### src/rtl/pdh_frame_capture.sv
// Frame capture responder: decimates the sample stream into fixed-length AXI4-Stream frames for the PS DMA.
// Optional macro FRAME_HEADER_EN prefixes each frame with a {16'hA5A5, frame_id, dec} header beat.
module pdh_frame_capture #(
  parameter int DATA_WIDTH = 64,
  parameter int DEC_WIDTH  = 26,
  parameter int FRAME_LEN  = 16384,
  parameter int FIFO_DEPTH = 16
) (
  input  logic                  clk,
  input  logic                  rst,
  input  logic                  enable_i,
  input  logic [DATA_WIDTH-1:0] data_i,
  input  logic [DEC_WIDTH-1:0]  decimation_code_i,
  output logic                  engaged_o,
  output logic                  finished_o,
  output logic                  overflow_o,
  output logic [DATA_WIDTH-1:0] m_axis_tdata,
  output logic                  m_axis_tvalid,
  input  logic                  m_axis_tready,
  output logic                  m_axis_tlast
);

`ifdef FRAME_HEADER_EN
  localparam int HDR_BEATS = 1;
`else
  localparam int HDR_BEATS = 0;
`endif
  localparam int TOTAL = FRAME_LEN + HDR_BEATS;
  localparam int EW    = $clog2(TOTAL + 1);
  localparam int CW    = $clog2(FRAME_LEN + 1);
  localparam int PW    = (FIFO_DEPTH > 1) ? $clog2(FIFO_DEPTH) : 1;
  localparam int BW    = $clog2(FIFO_DEPTH + 1);
  localparam logic [EW-1:0] TOTAL_E = EW'(TOTAL);
  localparam logic [EW-1:0] LAST_E  = EW'(TOTAL - 1);
  localparam logic [CW-1:0] FRAME_C = CW'(FRAME_LEN);
  localparam logic [BW-1:0] BUF_MAX = BW'(FIFO_DEPTH - 1);

  typedef enum logic [1:0] {
    S_IDLE    = 2'd0,
    S_CAPTURE = 2'd1,
    S_PAD     = 2'd2,
    S_DONE    = 2'd3
  } state_t;

  state_t                state_q, state_d;
  logic [DEC_WIDTH-1:0]  dec_q, dec_d, dec_cnt_q, dec_cnt_d, dec_eff_s;
  logic [CW-1:0]         cap_cnt_q, cap_cnt_d;
  logic [EW-1:0]         emit_cnt_q, emit_cnt_d, emit_base_s;
  logic                  overflow_q, overflow_d, engaged_q, engaged_d, finished_q, finished_d;
  logic                  tvalid_q, tvalid_d, tlast_q, tlast_d;
  logic [DATA_WIDTH-1:0] tdata_q, tdata_d, push_data_s;
  logic [PW-1:0]         wr_ptr_q, wr_ptr_d, rd_ptr_q, rd_ptr_d;
  logic [BW-1:0]         buf_cnt_q, buf_cnt_d;
  logic [DATA_WIDTH-1:0] mem_q [FIFO_DEPTH];
  logic                  start_s, pop_s, full_s, cap_evt_s, accept_s, push_s, fill_s;
  logic                  buf_rd_s, buf_wr_s;
`ifdef FRAME_HEADER_EN
  logic [21:0]           frame_id_q, frame_id_d;
`endif

  // Next-state, buffer steering and output-register load
  always_comb begin
    state_d     = state_q;
    dec_d       = dec_q;
    dec_cnt_d   = dec_cnt_q;
    cap_cnt_d   = cap_cnt_q;
    overflow_d  = overflow_q;
    tvalid_d    = tvalid_q;
    tlast_d     = tlast_q;
    tdata_d     = tdata_q;
    buf_rd_s    = 1'b0;
    buf_wr_s    = 1'b0;
    push_data_s = data_i;

    dec_eff_s   = (decimation_code_i == '0) ? DEC_WIDTH'(1) : decimation_code_i;
    pop_s       = tvalid_q & m_axis_tready;
    full_s      = tvalid_q & (buf_cnt_q == BUF_MAX);
    start_s     = (state_q == S_IDLE) & enable_i;
    cap_evt_s   = (state_q == S_CAPTURE) & enable_i & (cap_cnt_q != FRAME_C) & (dec_cnt_q == '0);
    accept_s    = cap_evt_s & (~full_s | pop_s);
    fill_s      = (state_q == S_PAD) | ((state_q == S_CAPTURE) & (cap_cnt_q == FRAME_C));
    emit_base_s = start_s ? '0 : (emit_cnt_q + EW'(pop_s));
    push_s      = accept_s;
`ifdef FRAME_HEADER_EN
    if (start_s) begin
      push_s      = 1'b1;
      push_data_s = DATA_WIDTH'({16'hA5A5, frame_id_q, dec_eff_s});
    end else begin
      push_data_s = data_i;
    end
`endif

    // The output register is the head slot of the buffer; a free slot takes the oldest entry,
    // else a bypassed push, else a zero pad beat once no more samples can arrive.
    if (~tvalid_q | pop_s) begin
      tlast_d = (emit_base_s == LAST_E);
      if (buf_cnt_q != '0) begin
        tvalid_d = 1'b1;
        tdata_d  = mem_q[rd_ptr_q];
        buf_rd_s = 1'b1;
        buf_wr_s = push_s;
      end else if (push_s) begin
        tvalid_d = 1'b1;
        tdata_d  = push_data_s;
      end else if (fill_s & (emit_base_s != TOTAL_E)) begin
        tvalid_d = 1'b1;
        tdata_d  = '0;
      end else begin
        tvalid_d = 1'b0;
        tlast_d  = 1'b0;
      end
    end else begin
      buf_wr_s = push_s;
    end

    wr_ptr_d   = wr_ptr_q + PW'(buf_wr_s);
    rd_ptr_d   = rd_ptr_q + PW'(buf_rd_s);
    buf_cnt_d  = buf_cnt_q + BW'(buf_wr_s) - BW'(buf_rd_s);
    emit_cnt_d = emit_base_s;

    case (state_q)
      S_IDLE: begin
        if (enable_i) begin
          state_d    = S_CAPTURE;
          dec_d      = dec_eff_s;
          dec_cnt_d  = '0;
          cap_cnt_d  = '0;
          overflow_d = 1'b0;
        end else begin
          state_d = S_IDLE;
        end
      end
      S_CAPTURE: begin
        if (cap_evt_s) begin
          cap_cnt_d  = cap_cnt_q + CW'(1);
          overflow_d = overflow_q | ~accept_s;
        end else begin
          cap_cnt_d = cap_cnt_q;
        end
        dec_cnt_d = (dec_cnt_q == dec_q - DEC_WIDTH'(1)) ? '0 : dec_cnt_q + DEC_WIDTH'(1);
        if (emit_cnt_q == TOTAL_E) begin
          state_d = S_DONE;
        end else if (!enable_i) begin
          state_d = S_PAD;
        end else begin
          state_d = S_CAPTURE;
        end
      end
      S_PAD: begin
        if (emit_cnt_q == TOTAL_E) begin
          state_d = S_DONE;
        end else begin
          state_d = S_PAD;
        end
      end
      S_DONE: begin
        if (!enable_i) begin
          state_d = S_IDLE;
        end else begin
          state_d = S_DONE;
        end
      end
      default: state_d = S_IDLE;
    endcase

    engaged_d  = (state_d == S_CAPTURE) | (state_d == S_PAD);
    finished_d = (state_d == S_DONE);
`ifdef FRAME_HEADER_EN
    frame_id_d = frame_id_q + 22'((state_d == S_DONE) & (state_q != S_DONE));
`endif
  end

  // Control, counters and registered stream outputs
  always_ff @(posedge clk) begin
    if (rst) begin
      state_q    <= S_IDLE;
      dec_q      <= DEC_WIDTH'(1);
      dec_cnt_q  <= '0;
      cap_cnt_q  <= '0;
      emit_cnt_q <= '0;
      overflow_q <= 1'b0;
      engaged_q  <= 1'b0;
      finished_q <= 1'b0;
      tvalid_q   <= 1'b0;
      tlast_q    <= 1'b0;
      tdata_q    <= '0;
      wr_ptr_q   <= '0;
      rd_ptr_q   <= '0;
      buf_cnt_q  <= '0;
`ifdef FRAME_HEADER_EN
      frame_id_q <= '0;
`endif
    end else begin
      state_q    <= state_d;
      dec_q      <= dec_d;
      dec_cnt_q  <= dec_cnt_d;
      cap_cnt_q  <= cap_cnt_d;
      emit_cnt_q <= emit_cnt_d;
      overflow_q <= overflow_d;
      engaged_q  <= engaged_d;
      finished_q <= finished_d;
      tvalid_q   <= tvalid_d;
      tlast_q    <= tlast_d;
      tdata_q    <= tdata_d;
      wr_ptr_q   <= wr_ptr_d;
      rd_ptr_q   <= rd_ptr_d;
      buf_cnt_q  <= buf_cnt_d;
`ifdef FRAME_HEADER_EN
      frame_id_q <= frame_id_d;
`endif
    end
  end

  // Buffer storage; flushed by pointer reset, contents need no reset
  always_ff @(posedge clk) begin
    if (buf_wr_s) begin
      mem_q[wr_ptr_q] <= push_data_s;
    end
  end

  assign engaged_o     = engaged_q;
  assign finished_o    = finished_q;
  assign overflow_o    = overflow_q;
  assign m_axis_tdata  = tdata_q;
  assign m_axis_tvalid = tvalid_q;
  assign m_axis_tlast  = tlast_q;

endmodule

### config.mk
export PLATFORM = sky130hd
export DESIGN_NAME = pdh_frame_capture
export DESIGN_NICKNAME = d
export VERILOG_FILES = /design/src/rtl/pdh_frame_capture.sv
export SDC_FILE = /design/constraint.sdc
export NUM_CORES = 1
export LEC_CHECK = 0
export BUFFER_PORTS_ARGS = -buffer_cell sky130_fd_sc_hd__buf_2
export CAP_MARGIN = 30
export CORE_MARGIN = 2
export CORE_UTILIZATION = 57
export CTS_BUF_LIST = sky130_fd_sc_hd__clkbuf_2 sky130_fd_sc_hd__clkbuf_4 sky130_fd_sc_hd__clkbuf_8
export DETAILED_ROUTE_END_ITERATION = 10
export PLACE_DENSITY = 0.83
export REMOVE_ABC_BUFFERS = 1
export SLEW_MARGIN = 20
export SYNTH_ARGS = -nofsm -noshare
export SYNTH_HDL_FRONTEND = slang
export SYNTH_SLANG_ARGS = --single-unit
### constraint.sdc
create_clock -name clk -period 8.7 [get_ports clk]
set_input_delay 1.305 -clock clk [delete_from_list [all_inputs] [get_ports clk]]
set_output_delay 1.305 -clock clk [all_outputs]
set_load 0.03 [all_outputs]
# Yosys cells after proc, flatten, opt, wreduce, memory -nomap -nowiden
# Memories as Yosys holds them, arrays and structs flattened. A register that Yosys moved wholly into a read port is not among the register bits.
# Index checks and enable logic that the tools add are counted.
[word_totals]
regBits = 166
ramBits = 1024
mem_count = 1
[classes]
add_sub_neg = 8
eq_ne = 15
n_mux = 33
bitwise = 17
n_reduce_logical = 10
[memory_table]
columns = ["name", "words", "word_bits", "read_ports", "rd_clocked_by_memory_dff", "write_ports", "line", "rtl"]
rows = [
  ["mem_q", 16, 64, 1, 1, 1, "54", "logic [DATA_WIDTH-1:0] mem_q [FIFO_DEPTH];"],
]
[ops]
columns = ["op", "n"]
rows = [
  ["2-to-1 mux 64 bit", 3],
  ["2-to-1 mux 26 bit", 3],
  ["zero test 26 bit", 2],
  ["one-hot mux 26 bit (2 select lines)", 1],
  ["2-to-1 mux 15 bit", 3],
  ["equality test 15 bit (second input constant)", 2],
  ["!= test 15 bit (second input constant)", 2],
  ["one-hot mux 15 bit (2 select lines)", 1],
  ["adder 26 x 1 -> 26 bit (second input constant)", 1],
  ["equality test 26 bit", 1],
  ["subtractor 26 x 1 -> 26 bit (second input constant)", 1],
  ["2-to-1 mux 1 bit", 16],
  ["adder 15 x 1 -> 15 bit", 1],
  ["adder 15 x 1 -> 15 bit (second input constant)", 1],
  ["equality test 15 x 14 -> 1 bit (second input constant)", 1],
  ["bitwise AND 1 bit", 9],
  ["adder 4 x 1 -> 4 bit", 2],
  ["equality test 2 bit (second input constant)", 4],
  ["one-hot mux 2 bit (4 select lines)", 1],
  ["2-to-1 mux 2 bit", 3],
  ["AND reduction 2 bit", 3],
  ["adder 5 x 1 -> 5 bit", 1],
  ["equality test 5 x 4 -> 1 bit (second input constant)", 1],
  ["OR 1 bit", 5],
  ["11 further kinds", 15],
]

# Depth between registers and ports, before layout
[logic_depth]
ltp_word = 9
depth_mapped = 20

# Worst setup path before layout
# No wires, ideal clock.
[synth_path]
kind = "input -> register"
from = "input enable_i"
to = "memory mem_q[12][0], enable pin"
setup_time_ns = 0.564
t_arrival_ns = 7.075
t_required_ns = 8.136
path_slack_ns = 1.061
cell_stages = 9
n_path_buf = 4
cell_sequence = "nand4_1 > nor4b_2 > buf_2 > and2_1 > buf_2 > buf_2 > buf_2 > nand4_1 > nor3_1"
[synth_between]
elab_chain_cells = 8
[synth_lines]
columns = ["element", "line", "rtl"]
rows = [
  ["from (decl)", "11", "input logic enable_i,"],
  ["bitwise AND 1 bit (*) (3 in series)", "79", "cap_evt_s = (state_q == S_CAPTURE) & enable_i & (cap_cnt_q != FRAME_C) & (dec_cnt_q == '0);"],
  ["bitwise AND 1 bit (*)", "80", "accept_s = cap_evt_s & (~full_s | pop_s);"],
  ["2-to-1 mux 1 bit", "97", "if (buf_cnt_q != '0) begin"],
  ["2-to-1 mux 1 bit (*)", "95", "if (~tvalid_q | pop_s) begin"],
  ["2-to-1 mux 1 bit (*)", "216", "if (buf_wr_s) begin"],
  ["2-to-1 mux 1 bit (not written as such) (*)", "217", "mem_q[wr_ptr_q] <= push_data_s;"],
  ["to (decl)", "54", ""],
]
# Mark *: on every way between the ends. The rest lies on a longest branch, timed or not.

# Worst setup path after layout
[layout_path]
from = "input m_axis_tready"
to = "register tdata_q[54] (netlist: m_axis_tdata[54])"
[layout_between]
elab_chain_cells = 7
[layout_lines]
columns = ["element", "line", "rtl"]
rows = [
  ["from (decl)", "19", "input logic m_axis_tready,"],
  ["bitwise AND 1 bit (*)", "76", "pop_s = tvalid_q & m_axis_tready;"],
  ["adder 15 x 1 -> 15 bit", "82", "emit_base_s = start_s ? '0 : (emit_cnt_q + EW'(pop_s));"],
  ["2-to-1 mux 15 bit", "82", ""],
  ["!= test 15 bit", "105", "end else if (fill_s & (emit_base_s != TOTAL_E)) begin"],
  ["bitwise AND 1 bit", "105", ""],
  ["nonzero test 3 bit (no line)", "-", ""],
  ["AND reduction 2 bit (no line)", "-", ""],
  ["to (signal assigned)", "204", "tdata_q <= tdata_d;"],
  ["to (decl)", "51", "logic [DATA_WIDTH-1:0] tdata_q, tdata_d, push_data_s;"],
]
# Marked as above.
# A chain may end at the register's enable or synchronous reset.

==> flow_results.xml <==
<?xml version="1.0" encoding="UTF-8"?>
<metrics>
  <group name="sta">
    <metric name="post-route-min-period" unit="ns">4.44</metric>
    <metric name="layout_worst_path_cycle_share" unit="">0.510</metric>
    <metric name="worst_slew_margin_rel" unit="">0.306</metric>
    <metric name="worst_slew_pin_slew" unit="ns">1.04</metric>
    <metric name="report.final.slew_viol_count" unit="">0</metric>
    <metric name="max_freq" unit="GHz">0.225</metric>
    <metric name="finalHoldViolCount" unit="">0</metric>
    <metric name="report.final.setup_viol" unit="">0</metric>
    <metric name="rsz0062_at_grt" unit="">false</metric>
    <metric name="timing.clock.skew" unit="ns">0.0576</metric>
  </group>
  <group name="clock_network">
    <metric name="htree_levels" unit="">4</metric>
    <metric name="cts.path.max_buffers" unit="">3</metric>
    <metric name="clkSlewWorstSetupHoldPaths" unit="ns">0.06</metric>
    <metric name="clock_latency" unit="ns">0.86</metric>
    <metric name="cts_setup_buffers" unit="">0</metric>
    <metric name="num_cts_buffers" unit="">178</metric>
    <metric name="numClockSinks" unit="">1190</metric>
    <metric name="ctsHoldBuffers" unit="">0</metric>
    <metric name="cts_root_buffer" unit="">clkbuf_8</metric>
    <metric name="cts_resized" unit="">0</metric>
    <metric name="cts_tree" unit="">yes</metric>
  </group>
  <group name="finish">
    <metric name="area.growth.synth_to_final" unit="%">12.7</metric>
    <metric name="drive_gt1_frac" unit="">0.311</metric>
    <metric name="fin_util" unit="">0.649</metric>
    <metric name="layout_net_count" unit="">2869</metric>
  </group>
  <group name="run">
    <metric name="maxCapViolations" unit="">0</metric>
  </group>
  <group name="critical_path">
    <metric name="critical-path-slowest-cell" unit="">buf_4</metric>
    <metric name="cp_data_required_time" unit="ns">9.43</metric>
    <metric name="critPathMaxStageDelay" unit="ns">0.74</metric>
    <metric name="critical_path.max_fanout" unit="">76</metric>
    <metric name="critical_path.top_delay_family" unit="">simple AND/OR/NAND/NOR gates</metric>
    <metric name="criticalPathCategory" unit="">input pin to flip-flop</metric>
    <metric name="worstPathCellList" unit="">buf_2, and2_1, ha_1, ha_1, nand4_1, or4_4, xnor2_1, a2111oi_0, a41oi_1, nor2_1, nor2_4, buf_4, nor2_1, a311oi_1</metric>
    <metric name="timing.critical_path.from_type" unit="">input pin</metric>
    <metric name="critical_path.n_buffers_inverters" unit="">2</metric>
    <metric name="cp.arrival" unit="ns">5.17</metric>
    <metric name="crit_path_end_kind" unit="">flip-flop</metric>
  </group>
  <group name="die">
    <metric name="num_io_pins" unit="">163</metric>
    <metric name="placeableCoreArea" unit="µm²">82100</metric>
    <metric name="start_util" unit="">0.576</metric>
    <metric name="die_area" unit="µm²">85200</metric>
    <metric name="row_count" unit="">105</metric>
    <metric name="dieWidth" unit="µm">292</metric>
    <metric name="fp.dieH" unit="µm">292</metric>
  </group>
  <group name="logic_synthesis">
    <metric name="postSynth.asyncResetShare" unit="">0</metric>
    <metric name="seq_area_frac_synth" unit="">0.721</metric>
    <metric name="number_of_different_library_cells_in_the_post_synthesis_netlist" unit="">73</metric>
    <metric name="ys_ff_latch" unit="">1190</metric>
    <metric name="post_synth_inst_count" unit="">2528</metric>
    <metric name="postSynthAreaPerCell" unit="µm²">18.7</metric>
    <metric name="synthesis.area" unit="µm²">47300</metric>
    <metric name="ys_dominant_reg_cell" unit="">edfxtp_1</metric>
    <metric name="synth-warning-count" unit="">0</metric>
    <metric name="synth-edff-count" unit="">1024</metric>
  </group>
  <group name="route">
    <metric name="topRoutingLayerUsed" unit="">met5</metric>
    <metric name="wl_met3" unit="µm">12200</metric>
    <metric name="route.final.wire_length" unit="µm">112000</metric>
    <metric name="drt_iter0_drc" unit="">3378</metric>
    <metric name="drtPass1Iterations" unit="">7</metric>
    <metric name="via_count" unit="">26100</metric>
    <metric name="drt-vias-per-instance" unit="">6.54</metric>
    <metric name="routedLengthMet1" unit="µm">38400</metric>
    <metric name="final_antenna_net_count" unit="">0</metric>
    <metric name="drt-wirelength-per-cell" unit="µm">28.0</metric>
    <metric name="post-route-drc-count" unit="">0</metric>
    <metric name="met2_wirelength" unit="µm">56900</metric>
  </group>
  <group name="global_routing">
    <metric name="grt_pass1_wl" unit="µm">167000</metric>
    <metric name="first_global_vias" unit="">27000</metric>
    <metric name="grt_max_degree" unit="">111</metric>
    <metric name="grt_remaining_overflow" unit="">0</metric>
    <metric name="grt.total_usage" unit="">0.265</metric>
    <metric name="antenna_found_initial" unit="">10</metric>
  </group>
  <group name="power">
    <metric name="cellPowerDensity" unit="nW/µm²">279</metric>
    <metric name="p_leak" unit="nW">17.2</metric>
    <metric name="worst_ir_drop_vdd" unit="mV">0.184</metric>
    <metric name="power.total" unit="W">0.0149</metric>
  </group>
  <group name="placement">
    <metric name="buffer_ports.inserted" unit="">162</metric>
    <metric name="finalWeightedCongestion" unit="">0.868</metric>
    <metric name="detailed_place_hpwl" unit="µm">62600</metric>
  </group>
  <group name="worst_hold_path">
    <metric name="hold_path_class" unit="">flip-flop to flip-flop</metric>
  </group>
  <group name="status">
    <metric name="run_status" unit="">complete, no violations</metric>
  </group>
</metrics>
==> cell usage after synthesis (all sizes together) (30+ instances only) <==
cell	count	area, µm²
a21oi	31	159
a311oi	64	629
buf	62	327
clkbuf	100	375
dfxtp	166	3320
edfxtp	1024	30700
mux4	320	7210
nand2	119	447
nand3	101	505
nand4	30	188
nor2	155	584
xnor2	38	333
xor2	32	280
==> cell families after synthesis <==
| family | Yosys count | share of synthesized area |
|---|---|---|
| AO/OA/AOI/OAI | 188 | 0.0322 |
| XOR/XNOR | 70 | 0.0130 |
| adder cells (fa/ha/maj) | 18 | 0.00492 |
| buffers and inverters | 186 | 0.0168 |
| flip-flops | 1190 | 0.721 |
| multiplexers | 324 | 0.153 |
| AND/OR/NAND/NOR | 552 | 0.0588 |
==> worst min-delay path, delay by kind of cell (launching register included) <==
family | cells | cell delay, ns
AND/OR/NAND/NOR | 1 | 0.05
flip-flops | 1 | 0.32
AO/OA/AOI/OAI | 1 | 0.06
==> layout make-up <==
class                      instances  area, µm²
timing repair buffer             211       1390
clock inverter                    64        579
tap                             1070       1340
clock buffer                     271       3250
inverter                          24       90.1
multi-input combinational       1152      12500
fill                            5014      28800
antenna                            4       10.0
sequential                      1190      34100
==> per-stage QoR <==
stage / setup TNS (ns) / setup slack, ns / cell area, µm² / hold slack, ns / cells
after floorplan: -247.36 / -3.36 / 46600 / 0.444 / 2366
after global placement: 0 / 3.92 / 49200 / 0.466 / 3636
after detailed placement: 0 / 3.63 / 49300 / 0.464 / 3643
after CTS: 0 / 4.42 / 53200 / 0.473 / 3978
after global routing: 0 / 4.16 / 53300 / 0.518 / 3985
final: 0 / 4.26 / 53300 / 0.475 / 3986
==> path summary, 6_finish.rpt <==
kind / slack [ns] / depth (start not counted) / from / endpoint
hold / removal: 0.48 / 2 / dec_q[25] / dec_q[25]
hold reg to reg: 0.48 / 2 / dec_q[25] / dec_q[25]
setup / recovery: 4.26 / 14 / m_axis_tready / m_axis_tdata[54]
setup reg to reg: 4.31 / 9 / dec_cnt_q[16] / mem_q[5][62]
==> per-layer routing <==
layer	global-route usage	vias up
met2	0.442	1829
met1	0.339	13100
li1	-	10800
met3	0.0643	321
met5	0	-
met4	0.0994	12
==> placed cells by master, fill, tap and decap left out, types with 53 or more instances in the layout <==
master / Yosys / layout
clkbuf_4: 0 / 77
a311oi_1: 53 / 53
nor2_1: 154 / 141
nand3_1: 101 / 101
nand2_1: 119 / 119
mux4_2: 320 / 320
edfxtp_1: 1024 / 1024
buf_2: 24 / 161
dfxtp_1: 166 / 162
clkbuf_8: 0 / 194
==> sequential cells by signal, indices dropped and copies added, names as in the netlist <==
signal and count:
m_axis_tvalid 1, state_q 2, rd_ptr_q 4, mem_q 1024
cap_cnt_q 15, emit_cnt_q 15, dec_cnt_q 26, dec_q 26
engaged_o 1, overflow_o 1, buf_cnt_q 5, finished_o 1
m_axis_tdata 64, m_axis_tlast 1, wr_ptr_q 4
==> report_power, final <==
group          switching, W  internal (W)  leakage [nW]  total [W]
sequential         0.000228       0.00639          10.6    0.00662
combinational       0.00194       0.00150          4.59    0.00344
clock               0.00219       0.00262          2.03    0.00482
total               0.00436        0.0105          17.2     0.0149
(Power assumes the default switching activity.)
